### config.mk
export PLATFORM = sky130hd
export DESIGN_NAME = rgb_px_assembler
export DESIGN_NICKNAME = d
export VERILOG_FILES = /design/src/rtl/rgb_px_assembler_pkg.sv /design/src/rtl/rgb_px_assembler.sv
export SDC_FILE = /design/constraint.sdc
export NUM_CORES = 1
export LEC_CHECK = 0
export ABC_AREA = 1
export CAP_MARGIN = 30
export CORE_ASPECT_RATIO = 1.4
export CORE_MARGIN = 3
export CORE_UTILIZATION = 42
export CTS_CLUSTER_DIAMETER = 120
export CTS_CLUSTER_SIZE = 24
export DETAILED_ROUTE_END_ITERATION = 16
export GPL_ROUTABILITY_DRIVEN = 0
export PLACE_DENSITY = 0.77
export SLEW_MARGIN = 20
export SYNTH_ARGS = -nofsm -noshare
export SYNTH_HDL_FRONTEND = slang
export SYNTH_SLANG_ARGS = --single-unit
### constraint.sdc
create_clock -name clk_i -period 3.2 [get_ports clk_i]
set_input_delay 0.64 -clock clk_i [delete_from_list [all_inputs] [get_ports clk_i]]
set_output_delay 0.64 -clock clk_i [all_outputs]
set_load 0.01 [all_outputs]
### src/rtl/rgb_px_assembler_pkg.sv
// Shared definitions for the RGB front end and the grayscale core.
//   DEF_MAX_PIXEL_BITS  : packed RGB width (R [23:16], G [15:8], B [7:0])
//   DEF_PIXEL_WIDTH_OUT : grayscale output width
//   DEF_LINE_PIXELS     : default pixels per line
//   px_phase_t          : byte phase within a pixel
package rgb_px_assembler_pkg;

  localparam int unsigned DEF_MAX_PIXEL_BITS  = 24;
  localparam int unsigned DEF_PIXEL_WIDTH_OUT = 8;
  localparam int unsigned DEF_LINE_PIXELS     = 160;

  typedef enum logic [1:0] {
    PH_R = 2'd0,
    PH_G = 2'd1,
    PH_B = 2'd2
  } px_phase_t;

endpackage

### src/rtl/rgb_px_assembler.sv
// Byte-to-pixel packer: collects R, G, B channel bytes into a 24-bit pixel,
// pulses px_rdy_o for one cycle per pixel, tracks position within a line and
// flags partial pixels discarded by a line sync.
//   clk_i        : clock, rising edge
//   nreset_i     : synchronous active-low reset
//   byte_valid_i : byte_i carries a channel byte this cycle
//   byte_i       : channel byte
//   sync_i       : start of line; realigns phase to R, clears pixel count
//   out_px_rgb_o : last completed pixel, held between pixels
//   px_rdy_o     : one-cycle pulse, new pixel on out_px_rgb_o
//   line_end_o   : one-cycle pulse with px_rdy_o for the last pixel of a line
//   align_err_o  : one-cycle pulse when sync_i dropped a partial pixel
module rgb_px_assembler
  import rgb_px_assembler_pkg::*;
#(
  parameter int unsigned MAX_PIXEL_BITS = DEF_MAX_PIXEL_BITS,
  parameter int unsigned LINE_PIXELS    = DEF_LINE_PIXELS,
  parameter int unsigned CNT_W          = $clog2(LINE_PIXELS)
) (
  input  logic                      clk_i,
  input  logic                      nreset_i,
  input  logic                      byte_valid_i,
  input  logic [7:0]                byte_i,
  input  logic                      sync_i,
  output logic [MAX_PIXEL_BITS-1:0] out_px_rgb_o,
  output logic                      px_rdy_o,
  output logic                      line_end_o,
  output logic                      align_err_o
);

  px_phase_t        phase_q, phase_d;
  logic [7:0]       r_hold_q, g_hold_q;
  logic [CNT_W-1:0] px_cnt_q, px_cnt_d;

  logic cap_r, cap_g, complete, err_d, cnt_last;

  // State register: phase, holding registers, counter and registered outputs.
  always_ff @(posedge clk_i) begin
    if (!nreset_i) begin
      phase_q      <= PH_R;
      r_hold_q     <= '0;
      g_hold_q     <= '0;
      px_cnt_q     <= '0;
      out_px_rgb_o <= '0;
      px_rdy_o     <= 1'b0;
      line_end_o   <= 1'b0;
      align_err_o  <= 1'b0;
    end else begin
      phase_q     <= phase_d;
      px_cnt_q    <= px_cnt_d;
      px_rdy_o    <= complete;
      line_end_o  <= complete && cnt_last;
      align_err_o <= err_d;
      if (cap_r) r_hold_q <= byte_i;
      if (cap_g) g_hold_q <= byte_i;
      if (complete) out_px_rgb_o <= MAX_PIXEL_BITS'({r_hold_q, g_hold_q, byte_i});
    end
  end

  // Next-state: sync overrides the normal step and behaves as if in PH_R.
  always_comb begin
    phase_d = phase_q;
    if (sync_i) begin
      phase_d = byte_valid_i ? PH_G : PH_R;
    end else if (byte_valid_i) begin
      unique case (phase_q)
        PH_R:    phase_d = PH_G;
        PH_G:    phase_d = PH_B;
        PH_B:    phase_d = PH_R;
        default: phase_d = PH_R;
      endcase
    end
  end

  // Output decode: capture enables, pixel completion, error and counter.
  always_comb begin
    cap_r    = byte_valid_i && (sync_i || phase_q == PH_R);
    cap_g    = byte_valid_i && !sync_i && phase_q == PH_G;
    complete = byte_valid_i && !sync_i && phase_q == PH_B;
    err_d    = sync_i && phase_q != PH_R;
    cnt_last = (px_cnt_q == CNT_W'(LINE_PIXELS - 1));
    px_cnt_d = px_cnt_q;
    if (sync_i) begin
      px_cnt_d = '0;
    end else if (complete) begin
      px_cnt_d = cnt_last ? '0 : px_cnt_q + CNT_W'(1);
    end
  end

endmodule

==> results of run 1 <==
## kinds of logic (layout without fill, tap and decap cells)
group,count (synthesis),after routing,synth area share
compound gates,62,62,0.160
xor+xnor,2,2,0.00894
fa+ha+maj,1,1,0.00638
buf+inv,33,70,0.0722
flops,53,53,0.542
simple gates,103,103,0.211
## stage by stage
step / std cells / hold slack, ns / setup slack (ns)
3_3_place_gp: 343 / 0.440 / 0.843
5_1_grt: 351 / 0.479 / 0.857
6_report: 351 / 0.461 / 1.04
4_1_cts: 351 / 0.461 / 1.05
2_1_floorplan: 254 / 0.430 / 1.82
3_5_place_dp: 343 / 0.449 / 0.735
## power groups by stage
stage	Sequential, mW	Clock, mW	Combinational (mW)
after floorplan	0.696	0	0.0406
after global placement	0.696	0	0.0738
after detailed placement	0.696	0	0.0746
after CTS	0.681	0.372	0.0749
after global routing	0.683	0.405	0.0846
final	0.681	0.364	0.0743
## area by class of cell
class / count / area, sq um
clock buffers: 5 / 68.8
repair buffers: 40 / 395
multi-input cells: 168 / 757
flip-flops and latches: 53 / 1060
fillers: 421 / 1920
inverters: 22 / 82.6
well taps: 60 / 75.1
clock inverters: 3 / 17.5
## path summary, 6_finish.rpt
path,start,endpoint,slack (ns),cells after the start
setup reg to reg,phase_q[1],px_cnt_q[6],1.57,8
hold / removal,g_hold_q[0],out_px_rgb_o[8],0.46,2
hold reg to reg,g_hold_q[0],out_px_rgb_o[8],0.46,2
setup / recovery,byte_valid_i,px_cnt_q[6],1.04,9
## per-layer routing
metal  vias to the layer above  track usage  share of wire
li1                        883            -              -
met4                         0       0.0806          0.030
met5                         -            0              0
met3                        10       0.0428          0.040
met2                        43        0.271           0.49
met1                       772        0.180           0.44
## flip-flops by register name, indices dropped and copies added (netlist names)
register	count
px_cnt_q	8
r_hold_q	8
px_rdy_o	1
line_end_o	1
align_err_o	1
g_hold_q	8
phase_q	2
out_px_rgb_o	24
## critical path, stage by stage
cell             delay, ns
clkdlybuf4s50_1       0.51
inv_2                 0.06
nor2_1                0.12
nand2_1               0.40
nor2_1                0.38
nand2_1               0.12
nand2_1               0.08
nand2_1               0.05
nor2_1                0.07
## placed cells by master, fill, tap and decap left out, types with 2 or more instances in the layout
master           count
inv_2                3
o21ai_1              7
a21oi_1             20
dfxtp_1             53
xor2_1               2
nand3_1              6
clkdlybuf4s50_1     38
clkinv_2             2
nand4_1              3
nand2_1             25
buf_4                2
o21ai_0             34
clkbuf_8             5
nor2_1              67
inv_1               19
==> impl_metrics.py, run 1 <==
metrics = {
    "synth": {
        "syn_inst": 254,
        "synth_top_area_cell": "dfxtp_1",
        "syn_nets": 267,
        "synth_area_leaders": "dfxtp_1 54%, nor2_1 13%, o21ai_0 8.7%",
        "synth.yosys.warnings": 0,
        "synthTopCellsByCount": "67 x nor2_1, 53 x dfxtp_1, 34 x o21ai_0",
        "synthFlopType": "dfxtp_1",
        "avgSynthCellArea_sq_um": 7.71,
        "ys_types": 19,
        "synth.most_common_cell": "nor2_1",
        "synth-edff-count": 0,
        "seq_area_frac_synth": 0.542,
        "synth_seq_cells": 53,
        "synth_top_area_share": 0.542,
        "synth_area_sq_mm": 0.00196,
        "async_flop_share": 0,
    },
    "timing": {
        "slew_headroom": 0.567,
        "fin_setup_tns_ns": 0,
        "finalCriticalPeriod_ns": 2.16,
        "setup_viol": 0,
        "fin_skew_ns": 0.00530,
        "hold_viol": 0,
        "post-route-period-util": 0.676,
        "tightest_slew_ns": 0.648,
        "rsz0062_at_grt": "no",
        "fmaxAchievable_mhz": 462,
        "slew_violations": 0,
    },
    "floorplanning": {
        "start_util": 0.447,
        "die_h_um": 86.8,
        "die_w_um": 63.7,
        "dieArea_sq_mm": 0.00553,
        "boundaryPins": 39,
        "rows": 28,
        "core_area_sq_mm": 0.00438,
    },
    "pwr": {
        "switching_power_uw": 262,
        "powerDensity_mw_per_mm2": 456,
        "clockPowerShare": 0.325,
        "leakage_nw": 0.919,
        "switching_share": 0.234,
        "vdd_drop_max_v": 0.000315,
        "p_total_mw": 1.12,
        "pwr-share-seq": 0.609,
        "p_int_uw": 857,
        "combPwrFrac": 0.066,
    },
    "global_routing": {
        "antenna_found_initial": 0,
        "grt_pass1_vias": 1610,
        "gr-usage-all-layers": 0.158,
        "grt_max_degree": 41,
        "gr-total-overflow": 0,
        "grt_first_pass_wirelength_um": 6950,
    },
    "routing": {
        "drt_wl_total_um": 4020,
        "route.detailed.drc": 0,
        "final_antenna_net_count": 0,
        "vias": 1708,
        "drt_pass1_iterations": 4,
        "wl_per_cell_um": 11.5,
        "routed_via_density": 4.87,
        "drt_iter0_drc": 98,
    },
    "run": {
        "drv_cap": 0,
    },
    "cells_and_area": {
        "antennaDiodeCount": 0,
        "drive_gt1_frac": 0.0515,
        "area_delta_synth_final_pct": 25.4,
        "design_area_sq_mm": 0.00246,
        "nets": 303,
        "postLayoutCoreUtil": 0.561,
    },
    "critical_path": {
        "critPathKind": "in2reg",
        "path_max_fanout": 21,
        "start_kind": "input port",
        "critPathRequiredTime_ns": 3.46,
        "crit_arrival_ns": 2.42,
        "end_kind": "flop",
    },
    "placement": {
        "port-buffer-count": 38,
        "placed_area_sq_mm": 0.00237,
        "dp_hpwl_um": 2830,
    },
    "clock_tree": {
        "clock_latency_ns": 0.31,
        "cts.sinks": 53,
        "clkTransAtPathRegs_ns": 0.09,
        "root_buffer": "clkbuf_8",
        "numCtsBuffers": 5,
        "postCtsResizedCells": 0,
        "cts_tree": "built",
        "cts_hold_buf": 0,
        "htree_levels": 2,
        "cts_max_path_buffers": 2,
        "post_cts_buffers": 0,
    },
    "hold_path": {
        "min_path_type": "reg2reg",
    },
    "status": {
        "outcome": "finished, final reports clean",
    },
}
Power figures use the tool's default switching activity.
==> inputs of run 2 (changes only) <==
==> constraint.sdc (replaced) <==
create_clock -name clk_i -period 2.3 [get_ports clk_i]
set_input_delay 0.46 -clock clk_i [delete_from_list [all_inputs] [get_ports clk_i]]
set_output_delay 0.46 -clock clk_i [all_outputs]
set_load 0.01 [all_outputs]
==> impl_metrics.py, run 2 (same netlist as run 1, synthesis figures left out) <==
metrics = {
    "status": {
        "outcome": "finished, final reports clean",
    },
    "timing": {
        "post-route-period-util": 0.731,
        "fin_setup_tns_ns": 0,
        "whs_ns": 0.461,
        "fin_skew_ns": 0.0118,
        "rsz0062_at_grt": "no",
        "slew_violations": 0,
        "fmaxAchievable_mhz": 595,
        "setup_viol": 0,
        "slew_headroom": 0.749,
        "hold_viol": 0,
        "tightest_slew_ns": 0.375,
        "finalCriticalPeriod_ns": 1.68,
    },
    "critical_path": {
        "critPathRequiredTime_ns": 1.84,
        "timing.critical_path.buf_inv": 1,
        "path_max_fanout": 2,
        "crit_arrival_ns": 1.22,
        "start_kind": "flop",
        "cp_slowest_cell": "clkdlybuf4s50_1",
        "end_kind": "primary output",
        "critPathKind": "reg2out",
        "cp_cell_sequence": "clkdlybuf4s50_1",
        "cp_slowest_stage_delay_ns": 0.54,
        "cpLargestDelayFamily": "buffers and inverters",
    },
    "floorplanning": {
        "die_h_um": 86.8,
        "start_util": 0.447,
        "rows": 28,
        "dieArea_sq_mm": 0.00553,
        "die_w_um": 63.7,
        "boundaryPins": 39,
        "core_area_sq_mm": 0.00438,
    },
    "global_routing": {
        "met1_usage": 0.192,
        "antenna_found_initial": 0,
        "grtUsageMet3": 0.0428,
        "gr-total-overflow": 0,
        "gr-usage-all-layers": 0.165,
        "use_met2": 0.286,
        "grt_first_pass_wirelength_um": 7140,
        "top_usage_layer": "met2",
        "grt_pass1_vias": 1590,
        "grt_max_degree": 41,
    },
    "pwr": {
        "vdd_drop_max_v": 0.000398,
        "powerDensity_mw_per_mm2": 678,
        "leakage_nw": 0.953,
    },
    "clock_tree": {
        "cts.sinks": 53,
        "postCtsResizedCells": 0,
        "root_buffer": "clkbuf_8",
        "clkTransAtPathRegs_ns": 0.10,
        "cts_tree": "built",
        "cts_hold_buf": 0,
        "numCtsBuffers": 5,
        "clock_latency_ns": 0.31,
        "htree_levels": 2,
        "post_cts_buffers": 0,
        "cts_max_path_buffers": 2,
    },
    "routing": {
        "drt_wl_total_um": 4120,
        "wl_per_cell_um": 11.6,
        "routed_via_density": 4.71,
        "drt_iter0_drc": 84,
        "route.detailed.drc": 0,
        "drt_pass1_iterations": 4,
        "final_antenna_net_count": 0,
        "vias": 1671,
    },
    "cells_and_area": {
        "nets": 307,
        "final_cell_mix": "67 x nor2_1, 53 x dfxtp_1, 38 x clkdlybuf4s50_1",
        "final_common_cell": "nor2_1",
        "top_register": "out_px_rgb_o",
        "drive_gt1_frac": 0.0644,
        "antennaDiodeCount": 0,
        "postLayoutCoreUtil": 0.575,
        "largest_reg_flops": 24,
        "area_delta_synth_final_pct": 28.5,
    },
    "run": {
        "drv_cap": 0,
    },
    "placement": {
        "dp_hpwl_um": 2900,
        "port-buffer-count": 38,
    },
    "hold_path": {
        "min_path_type": "reg2reg",
    },
}
==> run 2: changes by cell type in the layout (fill, tap and decap cells not counted), sizes merged <==
cell and delta:
inv +2, bufinv +1, clkinv -2, buf +4
clkinvlp -1
==> run 2: metrics by stage <==
stage               std cells  cell area [sq um]  power [mW]  worst slack (ns)
floorplan                 254               1960        1.03              1.10
global placement          347               2400        1.07             0.367
detailed placement        347               2400        1.08             0.336
CTS                       355               2520        1.72             0.610
global route              355               2520        1.78             0.524
finish                    355               2520        1.71             0.619
==> run 2: final cells by class <==
cell class | instances | area (sq um)
flip-flops and latches | 53 | 1060
multi-input cells | 168 | 757
fillers | 405 | 1860
inverters | 22 | 82.6
well taps | 60 | 75.1
clock buffers | 5 | 68.8
clock inverters | 3 | 47.5
repair buffers | 44 | 425
==> run 2: worst paths after layout <==
check	startpoint	endpoint	slack (ns)	depth (start not counted)
worst min register to register	g_hold_q[0]	g_hold_q[0]	0.46	2
worst max register to register	phase_q[1]	out_px_rgb_o[17]	0.98	6
worst max-delay path	out_px_rgb_o[17]	out_px_rgb_o[17]	0.62	1
worst min-delay path	g_hold_q[0]	g_hold_q[0]	0.46	2
==> run 2: where the power goes <==
part	leakage, nW	switching (mW)	total, mW	internal, mW
Sequential	0.430	0.00910	0.948	0.939
Clock	0.0591	0.319	0.651	0.332
Combinational	0.464	0.0610	0.107	0.0464
Total	0.953	0.389	1.71	1.32
==> run 2: routing by layer <==
layer | vias to the layer above | wire length, um
met2 | 34 | 2050
met4 | 0 | 76
li1 | 891 | -
met5 | - | 0
met1 | 740 | 1840
met3 | 6 | 154
==> inputs of run 3 (changes only) <==
--- a/config.mk
+++ b/config.mk
@@ -14,7 +14,7 @@
 export CTS_CLUSTER_SIZE = 24
 export DETAILED_ROUTE_END_ITERATION = 16
 export GPL_ROUTABILITY_DRIVEN = 0
-export PLACE_DENSITY = 0.77
+export PLACE_DENSITY = 0.8
 export SLEW_MARGIN = 20
 export SYNTH_ARGS = -nofsm -noshare
 export SYNTH_HDL_FRONTEND = slang
==> constraint.sdc (replaced) <==
create_clock -name clk_i -period 1.45 [get_ports clk_i]
set_input_delay 0.29 -clock clk_i [delete_from_list [all_inputs] [get_ports clk_i]]
set_output_delay 0.29 -clock clk_i [all_outputs]
set_load 0.01 [all_outputs]
==> impl_metrics.py, run 3 (same netlist as run 1, synthesis figures left out) <==
metrics = {
    "clock_tree": {
        "root_buffer": "clkbuf_8",
        "clkTransAtPathRegs_ns": 0.10,
        "cts_tree": "built",
        "cts_hold_buf": 0,
        "cts_max_path_buffers": 2,
        "cts.sinks": 53,
        "htree_levels": 2,
        "clock_latency_ns": 0.31,
        "numCtsBuffers": 5,
    },
    "critical_path": {
        "critical_path_depth": 7,
        "r2r-start": "phase_q[0]",
        "critPathRequiredTime_ns": 1.67,
        "cp_slowest_stage_delay_ns": 0.52,
        "crit_arrival_ns": 1.56,
        "timing.critical_path.buf_inv": 3,
        "critPathKind": "in2reg",
        "crit_top_cell": "nor2_1",
        "r2r_end": "out_px_rgb_o[13]",
        "cpLargestDelayFamily": "buffers and inverters",
        "end_kind": "flop",
        "r2r_cells": 6,
        "ff2ff_setup_slack_ns": 0.23,
        "cp_slowest_cell": "clkdlybuf4s50_1",
        "start_kind": "input port",
        "path_max_fanout": 20,
        "cp_cell_sequence": "clkdlybuf4s50_1 -> inv_2 -> nor2_1 -> nand2_1 -> buf_4 -> o21ai_0 -> nor2_1",
    },
    "timing": {
        "slew_violations": 0,
        "setup_slack_ns": 0.102,
        "fmaxAchievable_mhz": 742,
        "fin_skew_ns": 0.00434,
        "setup_viol": 0,
        "rsz0062_at_grt": "no",
        "post-route-period-util": 0.930,
        "whs_ns": 0.463,
        "finalCriticalPeriod_ns": 1.35,
        "slew_headroom": 0.787,
        "tightest_slew_ns": 0.318,
        "hold_viol": 0,
    },
    "hold_path": {
        "hp-start": "g_hold_q[3]",
        "worstHoldEndpoint": "g_hold_q[3]",
        "min_path_type": "reg2reg",
        "whs_path_depth": 2,
    },
    "floorplanning": {
        "rows": 28,
        "die_w_um": 63.7,
        "die_h_um": 86.8,
        "start_util": 0.447,
        "boundaryPins": 39,
        "core_area_sq_mm": 0.00438,
        "dieArea_sq_mm": 0.00553,
    },
    "global_routing": {
        "antenna_found_initial": 0,
        "grt_max_degree": 41,
        "gr-total-overflow": 0,
        "gr-usage-all-layers": 0.165,
        "grt_pass1_vias": 1616,
        "grt_first_pass_wirelength_um": 7220,
    },
    "cells_and_area": {
        "final_cell_mix": "66 x nor2_1, 53 x dfxtp_1, 32 x o21ai_0",
        "largest_reg_flops": 24,
        "multi_input_area_sq_um": 759,
        "final_common_cell": "nor2_1",
        "drive_gt1_frac": 0.0894,
        "area_delta_synth_final_pct": 29.2,
        "register_area_sq_mm": 0.00106,
        "nets": 314,
        "top_register": "out_px_rgb_o",
        "antennaDiodeCount": 0,
        "n_fill_cell": 421,
        "design_area_sq_mm": 0.00253,
    },
    "routing": {
        "drt_pass1_iterations": 4,
        "met2_wirelength_um": 2050,
        "vias": 1767,
        "wl_met1_um": 1780,
        "drt_wl_total_um": 4110,
        "wl_met3_um": 195,
        "final_antenna_net_count": 0,
        "wl_per_cell_um": 11.4,
        "route.detailed.drc": 0,
        "highest_layer": "met4",
        "routed_via_density": 4.88,
        "drt_iter0_drc": 66,
    },
    "pwr": {
        "leakage_nw": 1.11,
        "powerDensity_mw_per_mm2": 1010,
        "vdd_drop_max_v": 0.000674,
        "p_total_mw": 2.56,
    },
    "run": {
        "drv_cap": 0,
    },
    "status": {
        "outcome": "finished, final reports clean",
    },
    "placement": {
        "dp_hpwl_um": 3000,
        "port-buffer-count": 38,
        "pre_cts_ws_ns": -0.214,
        "placed_area_sq_mm": 0.00246,
    },
}
## run 3: cell count changes in the layout (fill, tap and decap cells not counted), moves of 2 or more
cell and delta:
dlygate4sd2_1 +27, o21ai_0 -2, buf_4 +6, clkdlybuf4s50_1 -27, o21ai_1 +2
## run 3: worst min-delay path, cell delays in order (launching register included)
cell     delay, ns
dfxtp_1       0.31
inv_1         0.06
a21oi_1       0.06
## run 3: power breakdown
group / switching (mW) / internal, mW
Combinational: 0.0995 / 0.0775
Sequential: 0.0149 / 1.49
Clock: 0.517 / 0.361
## run 3: worst max path at each step
| stage | from | end | slack [ns] |
|---|---|---|---|
| global placement | byte_valid_i | out_px_rgb_o[20] | -0.20 |
| detailed placement | byte_valid_i | out_px_rgb_o[22] | -0.21 |
| finish | byte_valid_i | out_px_rgb_o[22] | 0.10 |
| CTS | sync_i | out_px_rgb_o[13] | 0.12 |
| floorplan | px_cnt_q[0] | px_cnt_q[6] | 0.38 |
| global route | sync_i | out_px_rgb_o[11] | 0.002 |
## run 3: area by class of cell
class	count	share of cell area
timing repair buffer	51	0.180
tap	60	0.0296
sequential	53	0.419
multi-input combinational	168	0.300
clock inverter	3	0.0114
clock buffer	5	0.0272
inverter	22	0.0326
## run 3: repair_timing
action                     4_1_cts  5_1_grt
gates resized for setup         27        3
buffers inserted                 0        1
setup endpoints to repair       27        2
pin swaps                        0        1
hold endpoints to repair         0        0
## run 3: through the flow
step / cells / utilization / setup TNS [ns]
after floorplan: 254 / - / 0
after global placement: 353 / 0.561 / -6.51
after detailed placement: 353 / 0.561 / -7.53
after CTS: 361 / 0.576 / 0
after global routing: 362 / 0.578 / 0
final: 362 / 0.578 / 0
## run 3: routing by layer
| layer | track usage | vias up |
|---|---|---|
| li1 | - | 906 |
| met1 | 0.190 | 807 |
| met2 | 0.292 | 47 |
| met3 | 0.0350 | 7 |
| met4 | 0.0727 | 0 |
| met5 | 0 | - |
